File: config.mk
export PLATFORM = sky130hd
export DESIGN_NAME = gen_seq_ctrl
export DESIGN_NICKNAME = d
export VERILOG_FILES = /design/src/rtl/gen_pkg.sv /design/src/rtl/out_slot.sv /design/src/rtl/gen_seq_ctrl.sv
export SDC_FILE = /design/constraint.sdc
export NUM_CORES = 1
export LEC_CHECK = 0
export ABC_AREA = 1
export BUFFER_PORTS_ARGS = -buffer_cell sky130_fd_sc_hd__buf_2
export CAP_MARGIN = 20
export CORE_AREA = 4 4 84 86
export DETAILED_ROUTE_END_ITERATION = 16
export DIE_AREA = 0 0 88 90
export PLACE_DENSITY = 0.76
export SYNTH_ARGS = -nofsm -noshare
export SYNTH_HDL_FRONTEND = slang
export SYNTH_HIERARCHICAL = 1
export SYNTH_SLANG_ARGS = --single-unit
File: constraint.sdc
create_clock -name clock -period 1.4 [get_ports clock]
set_input_delay 0.14 -clock clock [delete_from_list [all_inputs] [get_ports clock]]
set_output_delay 0.14 -clock clock [all_outputs]
set_load 0.01 [all_outputs]
File: src/rtl/gen_pkg.sv
// Purpose: shared definitions for the generator sequencer slice.
//   - gen_state_e : sequencer FSM state encoding
//   - SRC_F/SRC_T : out_src encoding (which generator produced the word)
//   - DATA_W_DEF/CNT_W_DEF : default word and counter widths
package gen_pkg;

  localparam int DATA_W_DEF = 16;
  localparam int CNT_W_DEF  = 16;

  localparam logic SRC_F = 1'b0;
  localparam logic SRC_T = 1'b1;

  typedef enum logic [2:0] {
    ST_IDLE  = 3'd0,
    ST_RUN_F = 3'd1,
    ST_RUN_T = 3'd2,
    ST_DRAIN = 3'd3,
    ST_CLEAR = 3'd4
  } gen_state_e;

endpackage : gen_pkg

File: src/rtl/out_slot.sv
// Purpose: one-entry ready/valid output register. A load captures data/src and
//   raises valid; the entry is held stable while valid & !ready and is released
//   when ready is seen. A load may coincide with a release (back-to-back words).
// Ports:
//   clock, reset      : clock and synchronous active-high reset
//   load              : capture data_in/src_in this edge (caller guarantees room)
//   data_in, src_in   : word and its source tag
//   ready             : downstream accepts the current entry
//   valid, data, src  : registered entry
module out_slot
  import gen_pkg::*;
#(
  parameter int DATA_W = DATA_W_DEF
) (
  input  logic              clock,
  input  logic              reset,
  input  logic              load,
  input  logic [DATA_W-1:0] data_in,
  input  logic              src_in,
  input  logic              ready,
  output logic              valid,
  output logic [DATA_W-1:0] data,
  output logic              src
);

  logic              valid_r;
  logic [DATA_W-1:0] data_r;
  logic              src_r;

  // Entry register: load wins over release; reset discards any pending word.
  always_ff @(posedge clock) begin
    if (reset) begin
      valid_r <= 1'b0;
      data_r  <= '0;
      src_r   <= 1'b0;
    end else if (load) begin
      valid_r <= 1'b1;
      data_r  <= data_in;
      src_r   <= src_in;
    end else if (valid_r && ready) begin
      valid_r <= 1'b0;
    end else begin
      valid_r <= valid_r;
    end
  end

  assign valid = valid_r;
  assign data  = data_r;
  assign src   = src_r;

endmodule : out_slot

File: src/rtl/gen_seq_ctrl.sv
// Purpose: sequencer/arbiter between the Fibonacci (F) and timer (T) generators
//   and the shared output path. Latches prog into prog_cfg, grants one generator
//   at a time, forwards its words through a one-entry output register, then
//   drains and issues a single clear pulse before returning to idle.
// Ports:
//   clock, reset            : clock, synchronous active-high reset
//   start_f/start_t/stop_f_t: one-cycle control pulses
//   update, prog            : load request and requested configuration
//   f_valid/f_data/f_done   : Fibonacci generator interface
//   t_valid/t_data/t_done   : timer generator interface
//   out_ready               : downstream ready
//   en_f/en_t, ack_f/ack_t  : generator enables and word acknowledges
//   clr_gen                 : clear pulse to both generators
//   prog_cfg                : latched configuration
//   out_valid/out_data/out_src : output word
//   word_cnt                : words forwarded in the current run (saturating)
//   LED                     : {prog_cfg, upd_rej, run_t, run_f}
module gen_seq_ctrl
  import gen_pkg::*;
#(
  parameter int         DATA_W   = DATA_W_DEF,
  parameter int         CNT_W    = CNT_W_DEF,
  parameter logic [2:0] PROG_RST = 3'd3
) (
  input  logic              clock,
  input  logic              reset,
  input  logic              start_f,
  input  logic              start_t,
  input  logic              stop_f_t,
  input  logic              update,
  input  logic [2:0]        prog,
  input  logic              f_valid,
  input  logic [DATA_W-1:0] f_data,
  input  logic              t_valid,
  input  logic [DATA_W-1:0] t_data,
  input  logic              f_done,
  input  logic              t_done,
  input  logic              out_ready,
  output logic              en_f,
  output logic              en_t,
  output logic              ack_f,
  output logic              ack_t,
  output logic              clr_gen,
  output logic [2:0]        prog_cfg,
  output logic              out_valid,
  output logic [DATA_W-1:0] out_data,
  output logic              out_src,
  output logic [CNT_W-1:0]  word_cnt,
  output logic [5:0]        LED
);

  gen_state_e        state_r;
  gen_state_e        state_s;
  logic [2:0]        prog_cfg_r;
  logic              upd_rej_r;
  logic [CNT_W-1:0]  word_cnt_r;

  logic              en_f_s;
  logic              en_t_s;
  logic              ack_f_s;
  logic              ack_t_s;
  logic              clr_gen_s;
  logic              run_f_s;
  logic              run_t_s;
  logic              load_s;
  logic [DATA_W-1:0] load_data_s;
  logic              load_src_s;
  logic              out_valid_s;
  logic              room_s;
  logic              start_any_s;

  // Room in the output slot: empty, or its word leaves this cycle.
  assign room_s      = !out_valid_s || out_ready;
  assign start_any_s = start_f || start_t;

  // State register.
  always_ff @(posedge clock) begin
    if (reset) begin
      state_r <= ST_IDLE;
    end else begin
      state_r <= state_s;
    end
  end

  // Next-state logic; start_f has priority over start_t.
  always_comb begin
    state_s = state_r;
    case (state_r)
      ST_IDLE: begin
        if (start_f) begin
          state_s = ST_RUN_F;
        end else if (start_t) begin
          state_s = ST_RUN_T;
        end else begin
          state_s = ST_IDLE;
        end
      end
      ST_RUN_F: begin
        if (stop_f_t || f_done) begin
          state_s = ST_DRAIN;
        end else begin
          state_s = ST_RUN_F;
        end
      end
      ST_RUN_T: begin
        if (stop_f_t || t_done) begin
          state_s = ST_DRAIN;
        end else begin
          state_s = ST_RUN_T;
        end
      end
      ST_DRAIN: begin
        if (!out_valid_s) begin
          state_s = ST_CLEAR;
        end else begin
          state_s = ST_DRAIN;
        end
      end
      ST_CLEAR: state_s = ST_IDLE;
      default:  state_s = ST_IDLE;
    endcase
  end

  // Outputs decoded from state; a word acked on the stop/done cycle still loads.
  always_comb begin
    en_f_s    = 1'b0;
    en_t_s    = 1'b0;
    ack_f_s   = 1'b0;
    ack_t_s   = 1'b0;
    run_f_s   = 1'b0;
    run_t_s   = 1'b0;
    clr_gen_s = reset;
    case (state_r)
      ST_RUN_F: begin
        en_f_s  = 1'b1;
        run_f_s = 1'b1;
        ack_f_s = f_valid && room_s;
      end
      ST_RUN_T: begin
        en_t_s  = 1'b1;
        run_t_s = 1'b1;
        ack_t_s = t_valid && room_s;
      end
      ST_CLEAR: clr_gen_s = 1'b1;
      ST_IDLE:  clr_gen_s = reset;
      ST_DRAIN: clr_gen_s = reset;
      default:  clr_gen_s = reset;
    endcase
  end

  // Select the word presented to the output slot.
  always_comb begin
    load_s      = ack_f_s || ack_t_s;
    load_data_s = f_data;
    load_src_s  = SRC_F;
    if (ack_t_s) begin
      load_data_s = t_data;
      load_src_s  = SRC_T;
    end else begin
      load_data_s = f_data;
      load_src_s  = SRC_F;
    end
  end

  // Configuration latch: updates are accepted only in IDLE, rejected otherwise.
  always_ff @(posedge clock) begin
    if (reset) begin
      prog_cfg_r <= PROG_RST;
      upd_rej_r  <= 1'b0;
    end else if (update) begin
      if (state_r == ST_IDLE) begin
        prog_cfg_r <= prog;
        upd_rej_r  <= 1'b0;
      end else begin
        upd_rej_r  <= 1'b1;
      end
    end else begin
      upd_rej_r <= upd_rej_r;
    end
  end

  // Forwarded-word counter: cleared on run entry, saturates at all-ones.
  always_ff @(posedge clock) begin
    if (reset) begin
      word_cnt_r <= '0;
    end else if ((state_r == ST_IDLE) && start_any_s) begin
      word_cnt_r <= '0;
    end else if (load_s && !(&word_cnt_r)) begin
      word_cnt_r <= word_cnt_r + {{(CNT_W-1){1'b0}}, 1'b1};
    end else begin
      word_cnt_r <= word_cnt_r;
    end
  end

  out_slot #(
    .DATA_W (DATA_W)
  ) u_out_slot (
    .clock   (clock),
    .reset   (reset),
    .load    (load_s),
    .data_in (load_data_s),
    .src_in  (load_src_s),
    .ready   (out_ready),
    .valid   (out_valid_s),
    .data    (out_data),
    .src     (out_src)
  );

  assign en_f      = en_f_s;
  assign en_t      = en_t_s;
  assign ack_f     = ack_f_s;
  assign ack_t     = ack_t_s;
  assign clr_gen   = clr_gen_s;
  assign prog_cfg  = prog_cfg_r;
  assign out_valid = out_valid_s;
  assign word_cnt  = word_cnt_r;
  assign LED       = {prog_cfg_r, upd_rej_r, run_t_s, run_f_s};

endmodule : gen_seq_ctrl

== Word-level counts from Yosys, hierarchy flattened ==
Index checks and enable logic that the tools add are counted.
Word-level totals
  output and inout bits: 48
  input port bits: 46
  logic and storage cells: 45
  register bits after elaboration: 41
Cells by class
  muxes and demuxes: 16
  reduce and logical (&&, ||, !) cells: 17
  add/sub/neg operators: 1
  equal/unequal tests: 4
Operator list (count)
  adder 16 x 1 -> 16 bit (second input constant): 1
  two-way mux 16 bit: 1
  AND reduction 16 bit: 1
  one-hot mux 3 bit (4 select lines): 1
  two-way mux 1 bit: 10
  equality test 3 x 2 -> 1 bit (second input constant): 2
  two-way mux 2 bit: 3
  logical AND 1 bit: 5
  logical OR 1 bit: 5
  equality test 3 x 1 -> 1 bit (second input constant): 1
  equality test 3 bit (second input constant): 1
  logical NOT 3 bit: 1
  two-way mux 3 bit: 1
  logical NOT 1 bit: 2
  AND reduction 2 bit: 1
  nonzero test 2 bit: 1
  OR reduction 2 bit: 1

== Longest topological paths before layout ==
Gate-level depths: netlist (run 1).
  depth after elaboration: 6
  gate-level depth with buffers: 10
  depth with buffers taken out: 10

== By module ==
Netlist (run 1), hierarchy kept.
By module, submodules not included
  gen_seq_ctrl: times used 1, area each 1730.4 µm², cells each 284, seq. area each 460.4 µm²
  out_slot: times used 1, area each 646.9 µm², cells each 78, seq. area each 360.3 µm²

== Worst setup path after synthesis (run 1) ==
OpenSTA, ideal clock, no wires.
  path kind: reg2reg
  start: register u_out_slot.valid_r (netlist: u_out_slot/valid)
  end: register u_out_slot.data_r[10] (netlist: u_out_slot/data[10])
  path buffers: 3
  arrival time: 1.395 ns
  path slack: -0.111 ns
  stages on the path, launching flop included: 9
  library setup time: 0.116 ns
  cells stage by stage: dfxtp_1 -> nand2_1 -> nand4_2 -> nand2_2 -> buf_6 -> buf_6 -> buf_6 -> o21ai_0 -> nor2_1
On the way
  cells in the longest elaborated chain, start to end: 5
  elaborated cells on any way between the ends: 8
Ends and longest elaborated chain
  start, declared: line out_slot.sv:26  | logic valid_r;
  start signal, assigned: line out_slot.sv:43  | valid_r <= valid_r;
  logical NOT 1 bit *
  logical OR 1 bit *: line gen_seq_ctrl.sv:73  | assign room_s = !out_valid_s || out_ready;
  logical AND 1 bit (on tied branches): line gen_seq_ctrl.sv:137, gen_seq_ctrl.sv:142
  two-way mux 1 bit: line gen_seq_ctrl.sv:133  | case (state_r)
  logical OR 1 bit *: line gen_seq_ctrl.sv:153  | load_s = ack_f_s || ack_t_s;
  net load_s: line gen_seq_ctrl.sv:65  | logic load_s;
  end signal, assigned: line out_slot.sv:38  | data_r <= data_in;
  end, declared: line out_slot.sv:27  | logic [DATA_W-1:0] data_r;
The timed path passes the listed nets; every way through them passes the cells marked *.
A chain may end at the register's enable or synchronous reset.

== Worst setup path in the final report (run 1) ==
  start: register word_cnt_r[1] (netlist: word_cnt[1])
  end: register word_cnt_r[0] (netlist: word_cnt[0])
On the way
  cells in the longest elaborated chain, start to end: 3
Ends and longest elaborated chain
  start, declared: line gen_seq_ctrl.sv:56  | logic [CNT_W-1:0] word_cnt_r;
  start signal, assigned: line gen_seq_ctrl.sv:189  | word_cnt_r <= word_cnt_r + {{(CNT_W-1){1'b0}}, 1'b1};
  start signal, assigned: line gen_seq_ctrl.sv:191  | word_cnt_r <= word_cnt_r;
  AND reduction 16 bit: line gen_seq_ctrl.sv:188  | end else if (load_s && !(&word_cnt_r)) begin
  logical NOT 1 bit: line gen_seq_ctrl.sv:188
  logical AND 1 bit: line gen_seq_ctrl.sv:188
No other way between the ends.

==> out/results.ini, run 1 <==
[setup_path]
critPathKind = reg2reg
ff2ff_setup_slack_ns = 0.04
cp_max_fo = 14
crit_path_start_kind = flop
crit_required_ns = 1.58
crit_arrival_ns = 1.54
critPathCaptureType = flop

[die]
start_util_pct = 37.9
fp.dieArea_um2 = 7920
coreArea_um2 = 6280
core.rowCount = 29
pin_count = 94
fp.dieH_um = 90
fp.dieW_um = 88

[power_and_ir_drop]
irDropWorstVdd_mv = 0.641
p_total_mw = 3.31
leakagePower_nw = 1.62
power_density_nw_per_um2 = 1010

[clock_network]
cts_tree = built
cts_htree_levels = 2
clock_latency_ns = 0.29
cts_root_buf = clkbuf_8
numCtsBuffers = 5
clock-sinks = 41
cts_buffer_depth = 2
clkTransAtPathRegs_ns = 0.08
hold_buffers = 0

[yosys]
yosys.area.top_type = dfxtp_1
synth_top_cell_area_share_pct = 34.5
post_synth_inst_count = 362
synth_edf_count = 0
synth_compound_area_share_pct = 10.2
ys_warn_count = 6
synth_seq_cells = 41
synthSimpleGateAreaFrac_pct = 42.4
synth_area_um2 = 2380
yosysUniqueCellTypes = 33
muxShareOfSynthArea_pct = 0
syn_nets = 409
synth_top_cells_by_area = dfxtp_1, nand2_1, nor2_1
synth.most_common_cell = nand2_1
synth_top_family_by_area = simple AND/OR/NAND/NOR gates
synth_fa_ha_area_share_pct = 0.526
ys_async_sr_fraction_pct = 0
synth-main-ff-cell = dfxtp_1
ys_seq_area_share_pct = 34.5
synth_commonest_cells = nand2_1, nor2_1, dfxtp_1
synth-xor-area-share_pct = 0.737
syn_area_per_cell_um2 = 6.57

[timing]
skew_ns = 0.00576
final_max_slew_viol_count = 0
grt_setup_unrepaired = true
hold_violations = 0
setup_ws_ns = 0.0371
post-route-period-util_pct = 97.3
finalSetupViolations = 0
fin_crit_ns = 1.36
fmax_mhz = 734
worstMarginPinSlew_ns = 0.278
maxSlewHeadroom_pct = 81.4

[route]
ant_nets = 0
first_pass_iters = 4
wirelength_met1_um = 2950
routedWlPerCell_um = 12.3
vias_per_cell = 4.74
highest_layer = met4
vias = 2616
drt_iter0_markers = 119
dr_wl_met3_um = 348
drc_errors = 0
wl_met2_um = 3410
wirelength_um = 6770

[final_layout]
nets = 521
syn_to_final_growth_pct = 37.8
nFillCells = 597
layout-drive-gt1-share_pct = 40.8
diodes = 0

[flow_run]
drv_cap = 0

[grt]
grt_pass1_vias = 2416
grt_pass1_wl_um = 10700
grt_util_all_layers_pct = 16.3
grt_max_degree = 19
antenna_found_initial = 0
grt_overflow = 0

[placement]
io_buffers = 93
dp_hpwl_um = 5100
place.gp.congestion = 0.890
pre_cts_ws_ns = -0.00390

[min_path]
hold_path_class = in2reg

[run_status]
outcome = finished, final reports clean

==> cell type report <==
cell class	instances	area, um2	area share, %
repair buffers	120	712	21.7
well taps	77	96.3	2.94
multi-input cells	271	1390	42.4
clock inverters	2	15.0	0.458
flip-flops and latches	41	843	25.7
inverters	35	148	4.51
clock buffers	6	72.6	2.21
==> critical path: stages, from the launching register on <==
cell,delay (ns)
dfxtp_4,0.37
ha_4,0.17
nand3_4,0.09
inv_2,0.06
nand2_4,0.07
clkinv_4,0.07
nand2_8,0.08
nand2_8,0.11
o21ai_0,0.18
nor2_1,0.06
==> what timing repair did <==
action | in CTS | in global routing
pin swaps | 0 | 6
endpoints found under the setup margin | 8 | 35
setup buffers | 1 | 4
gates resized for setup | 4 | 35
==> kinds of logic after synthesis <==
group,after synthesis
DFF,41
xor gates and xnor gates,2
and+or+nand+nor,228
adders and majority gates,1
buffers and inverters,50
AOI/OAI and AO/OA,40
==> power breakdown <==
group          switching, mW  internal, mW  total (mW)
Combinational          0.672         0.455        1.13
Sequential            0.0962          1.31        1.41
Clock                  0.424         0.352       0.776
Total                   1.19          2.12        3.31
==> state kept, by name (all words and copies together), names as in the netlist <==
signal,count
u_out_slot/data,16
word_cnt,16
prog_cfg,3
state_r,3
u_out_slot/src,1
u_out_slot/valid,1
upd_rej_r,1
==> path summary, 6_finish.rpt <==
| path | start | to | depth (start not counted) |
|---|---|---|---|
| worst max-delay path | word_cnt[1] | word_cnt[0] | 9 |
| worst min-delay path | prog[0] | prog_cfg[0] | 3 |
| worst max register to register | word_cnt[1] | word_cnt[0] | 9 |
| worst min register to register | prog_cfg[0] | prog_cfg[0] | 2 |
==> placed cells by master (no fill, tap or decap) <==
master and n:
a21oi_1 3, a21oi_2 10, a31oi_1 1, buf_12 2, buf_2 93, buf_4 21, buf_6 3, buf_8 1
clkbuf_1 1, clkbuf_8 5, clkinv_2 1, clkinv_4 1, clkinvlp_4 2, dfxtp_1 29, dfxtp_2 9, dfxtp_4 3
ha_4 1, inv_1 26, inv_2 5, inv_4 1, inv_8 1, nand2_1 108, nand2_2 12, nand2_4 3
nand2_8 2, nand3_1 19, nand3_4 2, nand3b_1 2, nand4_1 8, nand4_4 1, nor2_1 55, nor2_2 8
nor2_4 6, nor3_1 1, o211ai_1 1, o21ai_0 21, o21ai_1 4, or2_2 1, xnor2_1 2
==> layer usage <==
metal | GRT usage [%] | vias to the layer above
met5 | 0 | -
met4 | 4.48 | 0
met3 | 3.20 | 6
met2 | 27.8 | 65
met1 | 20.6 | 1189
li1 | - | 1356
==> stage by stage <==
step	TNS, ns	hold WS (ns)	instance area [um2]	std cells	util [%]
finish	0	0.0506	3280	552	52.2
floorplan	0	0.195	2410	362	-
global route	-0.107	0.0532	3280	552	52.2
global placement	0	0.344	3020	539	48.1
CTS	0	0.0427	3140	548	50.0
detailed placement	-0.00611	0.349	3020	539	48.1
Note: power is estimated with default switching activity, not from simulation.
==> run 2, diff against run 1 <==
--- a/config.mk
+++ b/config.mk
@@ -5,13 +5,12 @@
 export SDC_FILE = /design/constraint.sdc
 export NUM_CORES = 1
 export LEC_CHECK = 0
-export ABC_AREA = 1
 export BUFFER_PORTS_ARGS = -buffer_cell sky130_fd_sc_hd__buf_2
 export CAP_MARGIN = 20
-export CORE_AREA = 4 4 84 86
+export CORE_AREA = 4 4 80 82
 export DETAILED_ROUTE_END_ITERATION = 16
-export DIE_AREA = 0 0 88 90
-export PLACE_DENSITY = 0.76
+export DIE_AREA = 0 0 84 86
+export PLACE_DENSITY = 0.78
 export SYNTH_ARGS = -nofsm -noshare
 export SYNTH_HDL_FRONTEND = slang
 export SYNTH_HIERARCHICAL = 1
==> out/results.ini, run 2 <==
[yosys]
yosys.area.top_type = dfxtp_1
synth_top_cells_by_area = dfxtp_1, nand2_1, mux2i_1
synth_seq_cells = 41
synth_compound_area_share_pct = 12.4
synthSimpleGateAreaFrac_pct = 27.6
yosysUniqueCellTypes = 43
synth-main-ff-cell = dfxtp_1
muxShareOfSynthArea_pct = 8.70
synth-xor-area-share_pct = 5.61
syn_area_per_cell_um2 = 8.82
synth_commonest_cells = nand2_1, dfxtp_1, nor2_1
synth.most_common_cell = nand2_1
synth_area_um2 = 2190
syn_nets = 295
synth_top_cell_area_share_pct = 37.5
ys_async_sr_fraction_pct = 0
ys_warn_count = 6
ys_seq_area_share_pct = 37.5
synth_fa_ha_area_share_pct = 0.572
synth_top_family_by_area = simple AND/OR/NAND/NOR gates
post_synth_inst_count = 248
synth_edf_count = 0

[die]
core.rowCount = 28
fp.dieArea_um2 = 7220
coreArea_um2 = 5750
fp.dieW_um = 84
start_util_pct = 38.1
fp.dieH_um = 86
pin_count = 94

[timing]
post-route-period-util_pct = 120
final_max_slew_viol_count = 0
finalSetupViolations = 39
worstMarginPinSlew_ns = 0.332
fin_crit_ns = 1.68
fmax_mhz = 595
grt_setup_unrepaired = true
setup_ws_ns = -0.281
hold_violations = 0
maxSlewHeadroom_pct = 77.3
skew_ns = 0.00607

[final_layout]
nFillCells = 481
layout_commonest_cell = buf_2
final_cell_mix = buf_2, buf_4, nand2_1, nor2_1, dfxtp_1
finalInstanceArea_um2 = 3510
seq_area_um2 = 847
layout-drive-gt1-share_pct = 53.7
nets = 437
utilization_pct = 61.1
syn_to_final_growth_pct = 60.5
multiInputGateArea_um2 = 1370
diodes = 0
layout.cells.non_filler = 466

[placement]
dp.cells = 438
pre_cts_ws_ns = -0.283
io_buffers = 93
dpl_cell_area_um2 = 3010
dp_hpwl_um = 4480
place.gp.congestion = 0.816

[grt]
grt_pass1_vias = 2240
antenna_found_initial = 0
grt_max_degree = 22
grt_pass1_wl_um = 9990
grt_util_all_layers_pct = 16.9
grt_overflow = 0

[route]
drt_iter0_markers = 96
first_pass_iters = 4
vias = 2281
vias_per_cell = 4.89
routedWlPerCell_um = 14.0
drc_errors = 0
wirelength_um = 6530
ant_nets = 0

[clock_network]
cts_tree = built
cts_root_buf = clkbuf_8
cts_htree_levels = 2
cts_buffer_depth = 2
numCtsBuffers = 5
hold_buffers = 0
clock_latency_ns = 0.29
clkTransAtPathRegs_ns = 0.07
clock-sinks = 41

[setup_path]
crit_required_ns = 1.57
crit_arrival_ns = 1.85
critPathKind = reg2reg
cp_max_fo = 13
critPathCaptureType = flop
crit_path_start_kind = flop

[power_and_ir_drop]
power_density_nw_per_um2 = 855
irDropWorstVdd_mv = 0.404
leakagePower_nw = 1.61

[min_path]
hold_path_class = in2reg

[run_status]
outcome = complete, but fails checks
violations = negative setup slack

[flow_run]
drv_cap = 0

[run 2: per-layer routing]
metal | wire [um] | vias to the layer above | global-route usage (%)
li1 | - | 1121 | -
met1 | 2610 | 1061 | 19.7
met4 | 80 | 0 | 4.97
met2 | 3350 | 91 | 30.9
met5 | 0 | - | 0
met3 | 488 | 8 | 4.13
[run 2: path summary, 6_finish.rpt]
check                      start              to  slack, ns  cells past startpoint
hold / removal           prog[0]     prog_cfg[0]       0.05                      2
setup / recovery      state_r[2]    word_cnt[14]      -0.28                      6
hold reg to reg   u_out_slot/src  u_out_slot/src       0.49                      2
setup reg to reg      state_r[2]    word_cnt[14]      -0.28                      6
[run 2: through the flow]
step | hold slack (ns) | total power, mW | TNS, ns
after floorplan | 0.258 | 1.83 | -11.44
after CTS | 0.0478 | 2.96 | -4.91
after detailed placement | 0.350 | 2.07 | -6.74
after global placement | 0.341 | 2.05 | -5.23
after global routing | 0.0585 | 3.18 | -8.48
final | 0.0544 | 3.00 | -5.58
[run 2: power breakdown]
part | leakage, nW | switching, mW | internal, mW
combinational | 1.22 | 0.471 | 0.503
clock | 0.0450 | 0.388 | 0.345
sequential | 0.341 | 0.0531 | 1.24
[run 2: cells by family after synthesis]
logic type	count (synthesis)
and+or+nand+nor	122
buffers and inverters	25
adders and majority gates	1
DFF	41
AOI/OAI and AO/OA	26
xor gates and xnor gates	14
muxes	19
[run 2: repair_timing]
action	CTS	global route
cloned	2	2
buffers inserted	10	8
setup endpoints to repair	39	44
pin swaps	25	8
gates resized for setup	40	9
[run 2: final cells by class]
class	instances	share of cell area, %
repair buffers	153	30.5
inverters	6	1.10
well taps	75	2.67
multi-input cells	182	39.0
repair inverters	1	0.249
clock buffers	6	2.07
flip-flops and latches	41	24.1
clock inverters	2	0.285
[run 2: critical path: stages, from the launching register on]
cell       delay (ns)
dfxtp_4          0.37
nor3b_4          0.26
nand3_4          0.16
buf_12           0.19
a2111oi_4        0.31
xnor2_1          0.18
nor2_1           0.08
==> run 3, diff against run 2 <==
--- a/config.mk
+++ b/config.mk
@@ -7,10 +7,11 @@
 export LEC_CHECK = 0
 export BUFFER_PORTS_ARGS = -buffer_cell sky130_fd_sc_hd__buf_2
 export CAP_MARGIN = 20
-export CORE_AREA = 4 4 80 82
+export CORE_AREA = 2 2 78 80
 export DETAILED_ROUTE_END_ITERATION = 16
-export DIE_AREA = 0 0 84 86
+export DIE_AREA = 0 0 80 82
 export PLACE_DENSITY = 0.78
+export REMOVE_ABC_BUFFERS = 1
 export SYNTH_ARGS = -nofsm -noshare
 export SYNTH_HDL_FRONTEND = slang
 export SYNTH_HIERARCHICAL = 1
==> out/results.ini, run 3 (synthesis gave the netlist of run 2 again) <==
[grt]
grt_pass1_wl_um = 9330
grt_overflow = 0
antenna_found_initial = 0
busiest_layer = met2
grt_pass1_vias = 2048
grt_util_met3_pct = 4.40
grt_util_all_layers_pct = 18.2
gr-usage-met2_pct = 35.7
grt_use_met1_pct = 19.2
grt_max_degree = 23

[final_layout]
nFillCells = 487
layout.cells.non_filler = 465
layout-drive-gt1-share_pct = 53.3
syn_to_final_growth_pct = 65.7
diodes = 0
finalInstanceArea_um2 = 3620
layout_commonest_cell = buf_2
final_cell_mix = buf_2, nand2_1, buf_4, nor2_1, dfxtp_1
nets = 436

[timing]
post-route-period-util_pct = 115
fmax_mhz = 623
hold_slack_ns = 0.0526
worstMarginPinSlew_ns = 0.354
setup_ws_ns = -0.204
final_max_slew_viol_count = 0
fin_crit_ns = 1.60
hold_violations = 0
finalSetupViolations = 35
grt_setup_unrepaired = true
skew_ns = 0.00308
maxSlewHeadroom_pct = 75.8

[placement]
dpl_cell_area_um2 = 2970
dp.cells = 443
io_buffers = 93
place.gp.congestion = 0.834
dp_hpwl_um = 4170
pre_cts_ws_ns = -0.291

[setup_path]
critPathKind = reg2reg
r2r_start = state_r[1]
critPathCaptureType = flop
cp_max_fo = 5
cp-startpoint = state_r[1]
ff2ff_setup_slack_ns = -0.20
crit_arrival_ns = 1.80
reg2reg_depth = 7
r2r_end = word_cnt[2]
crit_path_start_kind = flop
crit_required_ns = 1.59

[route]
ant_nets = 0
first_pass_iters = 4
vias_per_cell = 4.75
drc_errors = 0
routedWlPerCell_um = 13.6
wirelength_um = 6300
vias = 2210
drt_iter0_markers = 57

[run_status]
violations = negative setup slack
outcome = complete, but fails checks

[power_and_ir_drop]
irDropWorstVdd_mv = 0.406
leakagePower_nw = 1.63
power_density_nw_per_um2 = 943

[clock_network]
clock_latency_ns = 0.29
numCtsBuffers = 5
clkTransAtPathRegs_ns = 0.08
cts_root_buf = clkbuf_8
cts_htree_levels = 2
cts_buffer_depth = 2
cts_tree = built
hold_buffers = 0
clock-sinks = 41

[min_path]
whs_path_depth = 2
hold_start = prog[1]
hold_path_class = in2reg
holdPathEnd = prog_cfg[1]

[die]
core.rowCount = 28
fp.dieH_um = 82
coreArea_um2 = 5750
fp.dieW_um = 80
fp.dieArea_um2 = 6560
start_util_pct = 38.1
pin_count = 94

[flow_run]
drv_cap = 0

run 3: how the worst max path moves through the flow:
stage / end / slack (ns) / cells past startpoint
floorplan: u_out_slot/data[0] / -0.87 / 5
global placement: word_cnt[14] / -0.22 / 6
detailed placement: word_cnt[14] / -0.29 / 6
CTS: word_cnt[5] / -0.18 / 7
global route: word_cnt[6] / -0.29 / 6
finish: word_cnt[2] / -0.20 / 7
run 3: final cells by class:
| cell class | instances | area, um2 | share of cell area (%) |
|---|---|---|---|
| flip-flops and latches | 41 | 841 | 23.2 |
| multi-input cells | 182 | 1430 | 39.5 |
| clock buffers | 5 | 68.8 | 1.90 |
| repair buffers | 153 | 1090 | 30.0 |
| clock inverters | 3 | 65.1 | 1.79 |
| inverters | 6 | 40.0 | 1.10 |
| well taps | 75 | 93.8 | 2.59 |
run 3: what timing repair did:
action                                  in CTS  in global routing
endpoints found under the setup margin      37                 43
pin swaps                                   10                 16
gates resized for setup                     49                 35
setup buffers                                8                  6
gates cloned                                 0                  3
run 3: worst max-delay path: stages, from the launching register on:
cell	delay (ns)
dfxtp_4	0.37
nor3b_4	0.24
nand3_4	0.16
buf_6	0.17
buf_8	0.13
a211oi_4	0.23
xnor2_1	0.15
nor2_1	0.05
run 3: where the power goes:
part | switching (mW) | internal [mW]
registers | 0.0514 | 1.24
clock network | 0.418 | 0.708
logic | 0.477 | 0.520
total | 0.946 | 2.47
run 3: per-layer routing:
metal / routed length [um] / vias to the layer above / part of all wire [%]
met5: 0 / - / 0
met4: 62 / 0 / 0.98
li1: - / 1113 / -
met2: 3400 / 64 / 54
met1: 2500 / 1024 / 40
met3: 333 / 9 / 5.3
run 3: metrics by stage:
| step | utilization [%] | TNS (ns) | power (mW) |
|---|---|---|---|
| 2_1_floorplan | - | -23.54 | 1.71 |
| 3_5_place_dp | 51.7 | -5.83 | 2.05 |
| 5_1_grt | 63.1 | -8.53 | 3.59 |
| 3_3_place_gp | 51.7 | -4.36 | 2.03 |
| 4_1_cts | 59.1 | -3.57 | 3.29 |
| 6_report | 63.1 | -4.95 | 3.42 |
